`src/rtl/diag_pkg.sv`:
```
// Shared state type and diagonal geometry helpers for the diagonal matrix builder.
package diag_pkg;

    typedef enum logic [1:0] {
        IDLE,
        LOAD,
        HOLD
    } state_t;

    // First row touched by diagonal k (sub-diagonals start further down).
    function automatic int diag_r0(input int k);
        return (k < 0) ? -k : 0;
    endfunction

    // First column touched by diagonal k (super-diagonals start further right).
    function automatic int diag_c0(input int k);
        return (k > 0) ? k : 0;
    endfunction

    // Number of cells on diagonal k; zero when k falls outside the matrix.
    function automatic int diag_len(input int k, input int rows, input int cols);
        int rlen;
        int clen;
        if ((k < -(rows - 1)) || (k > (cols - 1)))
            return 0;
        rlen = rows - diag_r0(k);
        clen = cols - diag_c0(k);
        return (rlen < clen) ? rlen : clen;
    endfunction

    // Bit offset of element (i,j) in the row-major flattened matrix.
    function automatic int elem_lsb(input int i, input int j, input int cols, input int bit_width);
        return ((i * cols) + j) * bit_width;
    endfunction

endpackage

```
`src/rtl/diag_position_counter.sv`:
```
// Walks the (row,col) position along the selected diagonal and flags the last cell.
module diag_position_counter #(
    parameter int ROW_W = 4,
    parameter int COL_W = 4,
    parameter int CNT_W = 4
) (
    input  logic             clk,
    input  logic             rst,
    input  logic             load,
    input  logic [ROW_W-1:0] r0,
    input  logic [COL_W-1:0] c0,
    input  logic [CNT_W-1:0] len,
    input  logic             advance,
    output logic [ROW_W-1:0] row,
    output logic [COL_W-1:0] col,
    output logic             last
);

    logic [CNT_W-1:0] n;
    logic [CNT_W-1:0] len_q;

    // Latch the diagonal start and length, then step one cell per advance without wrapping.
    always_ff @(posedge clk) begin
        if (rst) begin
            row   <= '0;
            col   <= '0;
            n     <= '0;
            len_q <= '0;
        end else if (load) begin
            row   <= r0;
            col   <= c0;
            n     <= '0;
            len_q <= len;
        end else if (advance && !last) begin
            row <= row + ROW_W'(1);
            col <= col + COL_W'(1);
            n   <= n + CNT_W'(1);
        end
    end

    assign last = ((n + CNT_W'(1)) == len_q);

endmodule

```
`src/rtl/diag_matrix_builder.sv`:
```
// Builds a matrix that is zero except on one selectable diagonal, filled from an element stream.
module diag_matrix_builder
    import diag_pkg::*;
#(
    parameter int BIT_WIDTH = 4,
    parameter int ROWS      = 8,
    parameter int COLS      = 8,
    parameter int OFF_W     = $clog2((ROWS > COLS) ? ROWS : COLS) + 1
) (
    input  logic                           clk,
    input  logic                           rst,
    input  logic                           cfg_valid,
    output logic                           cfg_ready,
    input  logic signed [OFF_W-1:0]        cfg_offset,
    input  logic                           cfg_broadcast,
    input  logic                           in_valid,
    output logic                           in_ready,
    input  logic [BIT_WIDTH-1:0]           in_data,
    output logic                           out_valid,
    input  logic                           out_ready,
    output logic [ROWS*COLS*BIT_WIDTH-1:0] out_data
);

    localparam int MIN_RC = (ROWS < COLS) ? ROWS : COLS;
    localparam int CNT_W  = $clog2(MIN_RC) + 1;
    localparam int ROW_W  = $clog2(ROWS + 1);
    localparam int COL_W  = $clog2(COLS + 1);

    state_t                  state;
    logic signed [OFF_W-1:0] k_q;
    logic                    bcast_q;
    int                      k_in;
    logic [ROW_W-1:0]        r0_in;
    logic [COL_W-1:0]        c0_in;
    logic [CNT_W-1:0]        len_in;
    logic [ROW_W-1:0]        row;
    logic [COL_W-1:0]        col;
    logic                    pos_last;
    logic                    cfg_fire;
    logic                    in_fire;
    logic                    out_fire;

    assign cfg_fire = cfg_valid && cfg_ready;
    assign in_fire  = in_valid && in_ready;
    assign out_fire = out_valid && out_ready;

    assign k_in   = int'(cfg_offset);
    assign r0_in  = ROW_W'(diag_r0(k_in));
    assign c0_in  = COL_W'(diag_c0(k_in));
    assign len_in = CNT_W'(diag_len(k_in, ROWS, COLS));

    diag_position_counter #(
        .ROW_W(ROW_W),
        .COL_W(COL_W),
        .CNT_W(CNT_W)
    ) u_pos (
        .clk    (clk),
        .rst    (rst),
        .load   (cfg_fire),
        .r0     (r0_in),
        .c0     (c0_in),
        .len    (len_in),
        .advance(in_fire && !bcast_q),
        .row    (row),
        .col    (col),
        .last   (pos_last)
    );

    // Sequence configure -> load -> hold with all handshake outputs registered.
    always_ff @(posedge clk) begin
        if (rst) begin
            state     <= IDLE;
            cfg_ready <= 1'b1;
            in_ready  <= 1'b0;
            out_valid <= 1'b0;
            k_q       <= '0;
            bcast_q   <= 1'b0;
        end else begin
            case (state)
                IDLE: begin
                    if (cfg_fire) begin
                        k_q       <= cfg_offset;
                        bcast_q   <= cfg_broadcast;
                        cfg_ready <= 1'b0;
                        if (len_in == '0) begin
                            state     <= HOLD;
                            out_valid <= 1'b1;
                        end else begin
                            state    <= LOAD;
                            in_ready <= 1'b1;
                        end
                    end
                end
                LOAD: begin
                    if (in_fire && (bcast_q || pos_last)) begin
                        state     <= HOLD;
                        in_ready  <= 1'b0;
                        out_valid <= 1'b1;
                    end
                end
                HOLD: begin
                    if (out_fire) begin
                        state     <= IDLE;
                        out_valid <= 1'b0;
                        cfg_ready <= 1'b1;
                    end
                end
                default: begin
                    state     <= IDLE;
                    cfg_ready <= 1'b1;
                    in_ready  <= 1'b0;
                    out_valid <= 1'b0;
                end
            endcase
        end
    end

    // Clear the matrix on a new config, then write either one cell or the whole diagonal per element.
    always_ff @(posedge clk) begin
        if (rst) begin
            out_data <= '0;
        end else if (cfg_fire) begin
            out_data <= '0;
        end else if (in_fire) begin
            for (int i = 0; i < ROWS; i++) begin
                for (int j = 0; j < COLS; j++) begin
                    if (bcast_q ? ((j - i) == int'(k_q))
                                : ((ROW_W'(i) == row) && (COL_W'(j) == col))) begin
                        out_data[elem_lsb(i, j, COLS, BIT_WIDTH) +: BIT_WIDTH] <= in_data;
                    end
                end
            end
        end
    end

endmodule

```
`config.mk`:
```
export PLATFORM = sky130hd
export DESIGN_NAME = diag_matrix_builder
export DESIGN_NICKNAME = d
export VERILOG_FILES = /design/src/rtl/diag_pkg.sv /design/src/rtl/diag_position_counter.sv /design/src/rtl/diag_matrix_builder.sv
export SDC_FILE = /design/constraint.sdc
export NUM_CORES = 1
export LEC_CHECK = 0
export BUFFER_PORTS_ARGS = -buffer_cell sky130_fd_sc_hd__buf_2
export CELL_PAD_IN_SITES_DETAIL_PLACEMENT = 1
export CELL_PAD_IN_SITES_GLOBAL_PLACEMENT = 1
export CORE_UTILIZATION = 37
export CTS_CLUSTER_SIZE = 10
export DETAILED_ROUTE_END_ITERATION = 6
export PLACE_DENSITY = 0.83
export SYNTH_ARGS = -nofsm -noshare
export SYNTH_HDL_FRONTEND = slang
export SYNTH_HIERARCHICAL = 1
export SYNTH_SLANG_ARGS = --single-unit
```
`constraint.sdc`:
```
create_clock -name clk -period 3.47 [get_ports clk]
set_clock_uncertainty 0.2 [all_clocks]
set_input_delay 0.1735 -clock clk [delete_from_list [all_inputs] [get_ports clk]]
set_output_delay 0.1735 -clock clk [all_outputs]
set_load 0.02 [all_outputs]
```
==> impl_metrics.env, run 1 <==
export IMPL_htreeDepth=2
export IMPL_p_leak_nw=6.073
export IMPL_synth_seq_area_share=0.4624
export IMPL_insertion_delay_ps=500
export IMPL_antenna_left=0
export IMPL_vias=10720
export IMPL_seqPwrFrac=0.445
export IMPL_setup_violations=0
export IMPL_synthAdderAreaFrac=0.02460
export IMPL_dp_hpwl_microns=28850
export IMPL_crit_fanout=11
export IMPL_synth_area_top_cells="dfxtp_1 46%, mux2i_1 22%, nor2_1 11%"
export IMPL_antenna_found_initial=0
export IMPL_clk_pin_slew_ps=60
export IMPL_wl_per_cell_microns=20.65
export IMPL_drc=0
export IMPL_grt_pass1_wl_microns=64110
export IMPL_yosys_warnings=6
export IMPL_clock_sinks=282
export IMPL_power_frac_clock=0.407
export IMPL_critPathCapture="out_valid"
export IMPL_num_io_pins=273
export IMPL_synth_compound_area_frac=0.08466
export IMPL_worstMarginPinSlew_ps=1094
export IMPL_crit_type="input pin to flip-flop"
export IMPL_synth_edff_count=0
export IMPL_synthSimpleGateAreaFrac=0.1583
export IMPL_p_sw_frac=0.2848
export IMPL_die_w_microns=183.6
export IMPL_drt_initial_drc_count=410
export IMPL_io_buffers=272
export IMPL_synth_xor_area_share=0.01127
export IMPL_grt_usage=0.2441
export IMPL_ff2ff_path_depth=7
export IMPL_p_int_w=0.005539
export IMPL_overflow=0
export IMPL_cap_violations=0
export IMPL_switching_power_w=0.002205
export IMPL_rows=66
export IMPL_initial_core_util=0.3752
export IMPL_synth_top_family_by_area="multiplexers"
export IMPL_reg2reg_slack_ps=620
export IMPL_period_needed_ps=3056
export IMPL_reg2reg_from="u_pos/col[0]"
export IMPL_firstDrtPassIters=4
export IMPL_drv_slew=0
export IMPL_syn_inst=1322
export IMPL_powerDensity_mw_per_mm2=508.7
export IMPL_die_y_microns=183.6
export IMPL_critPathLaunch="cfg_offset[3]"
export IMPL_synth_commonest_cells="359 x nor2_1, 282 x dfxtp_1, 269 x mux2i_1"
export IMPL_synthDistinctLibCells=62
export IMPL_fin_crit_sh=0.8807
export IMPL_stdcell_count=2044
export IMPL_rsz0062_at_grt="no"
export IMPL_tritoncts="yes"
export IMPL_syn_area_per_cell_sq_um=9.234
export IMPL_synthArstFlopShare=0
export IMPL_startpoint_type="input pin"
export IMPL_worstHoldStart="cfg_offset[3]"
export IMPL_synth_top_area_cell="dfxtp_1"
export IMPL_hold_violations=0
export IMPL_yosysMostFrequentCell="nor2_1"
export IMPL_grt_pass1_vias=11110
export IMPL_gp_congestion=0.8347
export IMPL_p_total_w=0.007744
export IMPL_clock_path_buffers=3
export IMPL_dieArea_sq_mm=0.03373
export IMPL_via_per_inst=5.242
export IMPL_grt_start_max_net_pins=65
export IMPL_timing_rr_end="out_data[238]"
export IMPL_placedCellCount=1993
export IMPL_layout_nets=1636
export IMPL_cts_buffers=35
export IMPL_crit_arrival_ps=3290
export IMPL_fmax_mhz=327.2
export IMPL_routed_wl_microns=42210
export IMPL_hold_path_class="input pin to flip-flop"
export IMPL_slew_headroom=0.2705
export IMPL_areaGrowthSynthToFinish_pct=24.69
export IMPL_ys_flop_type="dfxtp_1"
export IMPL_muxShareOfSynthArea=0.2227
export IMPL_core_sq_mm=0.03254
export IMPL_drive_above_1_share=0.2303
export IMPL_ir_drop_mv=0.3258
export IMPL_syn_cell_area_sq_mm=0.01221
export IMPL_pwr_share_comb=0.149
export IMPL_cts_root_buf="clkbuf_16"
export IMPL_antenna_cells=0
export IMPL_worstSetupEndpointType="flip-flop"
export IMPL_synth_top_cell_area_share=0.4624
export IMPL_required_ps=3700
export IMPL_outcome="complete, no violations"
export IMPL_ys_ff_latch=282
==> flip-flops by register name (all words and copies together), names as in the netlist <==
name	flops
state	2
cfg_ready	1
u_pos/len_q	4
u_pos/row	4
u_pos/n	4
out_valid	1
k_q	4
u_pos/col	4
in_ready	1
out_data	256
bcast_q	1
==> timing repair <==
| action | CTS | global route |
|---|---|---|
| setup endpoints to repair | 0 | 8 |
| hold endpoints to repair | 12 | 0 |
| hold buffers | 10 | 0 |
| setup buffers | 0 | 2 |
| gates resized for setup | 0 | 3 |
==> logic make-up after synthesis <==
family / Yosys count
flip-flops: 282
multiplexers: 271
AND/OR/NAND/NOR: 466
adder cells (fa/ha/maj): 24
buffers and inverters: 109
XOR/XNOR: 9
other: 2
AO/OA/AOI/OAI: 159
==> area by class of cell <==
| class | count | area [sq um] |
|---|---|---|
| fillers | 3847 | 17310 |
| multi-input cells | 942 | 6233 |
| clock inverters | 3 | 26.28 |
| well taps | 442 | 553.0 |
| inverters | 21 | 78.83 |
| clock buffers | 38 | 907.1 |
| repair buffers | 316 | 1777 |
| flip-flops and latches | 282 | 5647 |
==> per-layer routing <==
layer / global-route usage / vias to the layer above / part of all wire
met2: 0.4253 / 312 / 0.50
met4: 0.1070 / 0 / 0.040
met1: 0.2830 / 5290 / 0.40
met3: 0.05923 / 95 / 0.066
met5: 0 / - / 0
li1: - / 5018 / -
==> cells in the final DEF, fill, tap and decap left out, types with 13 or more instances in the layout <==
cell type,synthesis,layout
mux2i_1,269,269
clkbuf_16,0,35
conb_1,2,13
a21oi_1,79,79
dfxtp_1,282,281
buf_4,1,30
nand2_1,37,36
ha_1,24,22
inv_1,21,21
nand2b_1,18,17
buf_2,2,272
nor2_1,359,359
==> stage by stage <==
stage	hold slack [ps]	util	instance area [sq um]	setup WS [ps]	setup TNS (ps)
after global placement	238.9	0.4362	14190	41.79	0
after floorplan	120.7	-	12310	50.36	0
final	26.40	0.4679	15220	414.0	0
after CTS	46.91	0.4679	15220	51.37	0
after global routing	59.94	0.4679	15220	205.4	0
after detailed placement	252.0	0.4362	14190	-104.8	-255.7
==> power by group through the flow <==
stage          clock [W]  combinational, W  sequential (W)
2_1_floorplan          0          0.000761         0.00348
6_report         0.00315           0.00115         0.00344
5_1_grt          0.00334           0.00125         0.00345
3_5_place_dp           0           0.00113         0.00351
4_1_cts          0.00321           0.00114         0.00344
3_3_place_gp           0           0.00109         0.00350
==> worst min-delay path by stage <==
stage	slack, ps	endpoint	cells after the start
after floorplan	120	bcast_q	2
after global placement	240	bcast_q	3
after detailed placement	250	bcast_q	3
after CTS	50	u_pos/col[1]	6
after global routing	60	u_pos/row[1]	5
final	30	u_pos/row[1]	5
==> critical path, stage by stage <==
cell,delay (ps)
buf_2,160
inv_1,130
nor2_1,220
inv_1,120
ha_4,210
buf_4,160
a21boi_0,170
ha_1,270
a21oi_1,160
o21ai_1,110
a2111oi_4,390
a31oi_2,170
mux2_4,350
o31a_1,340
a21oi_2,150
Power figures use the tool's default switching activity.
==> run 2, diff against run 1 <==
--- a/config.mk
+++ b/config.mk
@@ -8,10 +8,10 @@
 export BUFFER_PORTS_ARGS = -buffer_cell sky130_fd_sc_hd__buf_2
 export CELL_PAD_IN_SITES_DETAIL_PLACEMENT = 1
 export CELL_PAD_IN_SITES_GLOBAL_PLACEMENT = 1
-export CORE_UTILIZATION = 37
+export CORE_UTILIZATION = 41
 export CTS_CLUSTER_SIZE = 10
 export DETAILED_ROUTE_END_ITERATION = 6
-export PLACE_DENSITY = 0.83
+export PLACE_DENSITY = 0.87
 export SYNTH_ARGS = -nofsm -noshare
 export SYNTH_HDL_FRONTEND = slang
 export SYNTH_HIERARCHICAL = 1
==> constraint.sdc (replaced) <==
create_clock -name clk -period 3.1 [get_ports clk]
set_clock_uncertainty 0.2 [all_clocks]
set_input_delay 0.155 -clock clk [delete_from_list [all_inputs] [get_ports clk]]
set_output_delay 0.155 -clock clk [all_outputs]
set_load 0.02 [all_outputs]
==> run 2 against run 1 <==
Utilization grew 6.5 points. Global-route usage grew 2.6 points. Combinational power grew 18%. First-iteration DRC count grew 41%.
==> impl_metrics.env, run 2 (synthesis gave the netlist of run 1 again) <==
export IMPL_outcome="complete, no violations"
export IMPL_rows=62
export IMPL_initial_core_util=0.4208
export IMPL_tritoncts="yes"
export IMPL_largest_register="out_data"
export IMPL_hold_path_class="input pin to flip-flop"
export IMPL_drt_initial_drc_count=577
export IMPL_slew_headroom=0.3323
export IMPL_setup_violations=0
export IMPL_dieArea_sq_mm=0.03047
export IMPL_cp_slowest_stage_delay_ps=320
export IMPL_die_w_microns=174.6
export IMPL_reg2reg_from="cfg_ready"
export IMPL_fmax_mhz=325.5
export IMPL_grt_start_max_net_pins=78
export IMPL_wl_per_cell_microns=21.05
export IMPL_num_io_pins=273
export IMPL_routed_wl_microns=42340
export IMPL_final_common_cell="nor2_1"
export IMPL_overflow=0
export IMPL_cpMostUsedCell="nor2_1"
export IMPL_hold_violations=0
export IMPL_critical_path_buf_inv_count=5
export IMPL_path_delay_family="adder cells"
export IMPL_path_cells="buf_2, inv_1, ha_4, nand2b_1, and2_1, nand2_1, ha_2, xor2_2, inv_1, ha_1, a21oi_1, nor2_1, o311ai_2, a31oi_2, buf_4, buf_4, mux2i_1, nor2_1, mux2i_1, nor2_1"
export IMPL_final_cell_mix="359 x nor2_1, 281 x dfxtp_1, 269 x mux2i_1, 269 x buf_2, 79 x a21oi_1"
export IMPL_areaGrowthSynthToFinish_pct=26.68
export IMPL_io_buffers=272
export IMPL_ff2ff_path_depth=5
export IMPL_fill_cells=3423
export IMPL_antenna_cells=0
export IMPL_largest_reg_flops=256
export IMPL_placedCellCount=1955
export IMPL_grt_pass1_wl_microns=64950
export IMPL_drv_slew=0
export IMPL_die_y_microns=174.6
export IMPL_period_needed_ps=3072
export IMPL_critPathCapture="u_pos/len_q[1]"
export IMPL_critPathLaunch="cfg_offset[1]"
export IMPL_via_per_inst=5.373
export IMPL_firstDrtPassIters=5
export IMPL_crit_cells=20
export IMPL_hold_path_cell_count=6
export IMPL_required_ps=3290
export IMPL_antenna_left=0
export IMPL_antenna_found_initial=0
export IMPL_clock_sinks=282
export IMPL_p_leak_nw=6.247
export IMPL_grt_pass1_vias=11650
export IMPL_powerDensity_mw_per_mm2=581.6
export IMPL_vias=10810
export IMPL_stdcell_count=2011
export IMPL_fin_crit_sh=0.9909
export IMPL_dp_hpwl_microns=28410
export IMPL_insertion_delay_ps=510
export IMPL_cts_root_buf="clkbuf_16"
export IMPL_startpoint_type="input pin"
export IMPL_fin_area_sq_mm=0.01546
export IMPL_drive_above_1_share=0.2465
export IMPL_ir_drop_mv=0.3795
export IMPL_gp_congestion=0.8823
export IMPL_crit_fanout=3
export IMPL_drc=0
export IMPL_final_core_util=0.5330
export IMPL_reg2reg_slack_ps=470
export IMPL_crit_arrival_ps=3260
export IMPL_clock_path_buffers=3
export IMPL_clk_pin_slew_ps=60
export IMPL_slowest_stage="o311ai_2"
export IMPL_worstMarginPinSlew_ps=994.0
export IMPL_htreeDepth=2
export IMPL_grt_usage=0.2700
export IMPL_worstSetupEndpointType="flip-flop"
export IMPL_timing_rr_end="k_q[3]"
export IMPL_place_area_sq_mm=0.01430
export IMPL_crit_type="input pin to flip-flop"
export IMPL_layout_nets=1659
export IMPL_core_sq_mm=0.02901
export IMPL_cap_violations=0
export IMPL_cts_buffers=35
[run 2: layout make-up]
type | count | area, sq um | share of cell area
Sequential cell | 282 | 5647 | 0.3651
Clock inverter | 7 | 121.4 | 0.007848
Clock buffer | 36 | 889.6 | 0.05752
Multi-Input combinational cell | 942 | 6276 | 0.4058
Inverter | 21 | 83.83 | 0.005421
Tap cell | 384 | 480.5 | 0.03107
Timing Repair Buffer | 339 | 1967 | 0.1272
[run 2: worst min path at each step]
stage / from / to / slack [ps]
3_3_place_gp: cfg_broadcast / bcast_q / 200
5_1_grt: cfg_offset[0] / u_pos/row[0] / 70
4_1_cts: cfg_offset[3] / u_pos/row[1] / 50
6_report: cfg_offset[3] / u_pos/row[1] / 70
3_5_place_dp: cfg_broadcast / bcast_q / 210
2_1_floorplan: cfg_broadcast / bcast_q / 100
[run 2: timing repair]
action	in CTS	in global routing
gates resized for setup	0	6
setup buffers	0	1
hold endpoints to repair	14	0
hold buffers	12	0
endpoints found under the setup margin	0	4
[run 2: worst register-to-register path, cell delays in order, from the launching register on]
cell	delay (ps)
dfxtp_1	370
nand2_1	180
nor3_1	800
mux2i_1	310
nor2_1	70
dlygate4sd3_1	580
[run 2: where the power goes]
group          switching, W  internal, W
Combinational      0.000892     0.000472
Clock               0.00156      0.00223
Sequential         0.000133      0.00371
[run 2: per-stage QoR]
step / hold WS (ps) / total power (W) / worst slack, ps / TNS [ps]
2_1_floorplan: 102.2 / 0.004752 / -66.55 / -180.4
3_3_place_gp: 199.8 / 0.005161 / -153.1 / -666.5
3_5_place_dp: 210.1 / 0.005208 / -405.6 / -2676
4_1_cts: 45.68 / 0.009011 / 65.15 / 0
6_report: 74.89 / 0.008995 / 28.08 / 0
5_1_grt: 70.07 / 0.009297 / -68.87 / -75.48
[run 2: metal layers]
layer	wire [microns]	global-route usage
met1	16590	0.3033
met2	21190	0.4776
met3	2633	0.06846
met4	1924	0.1236
met5	0	0
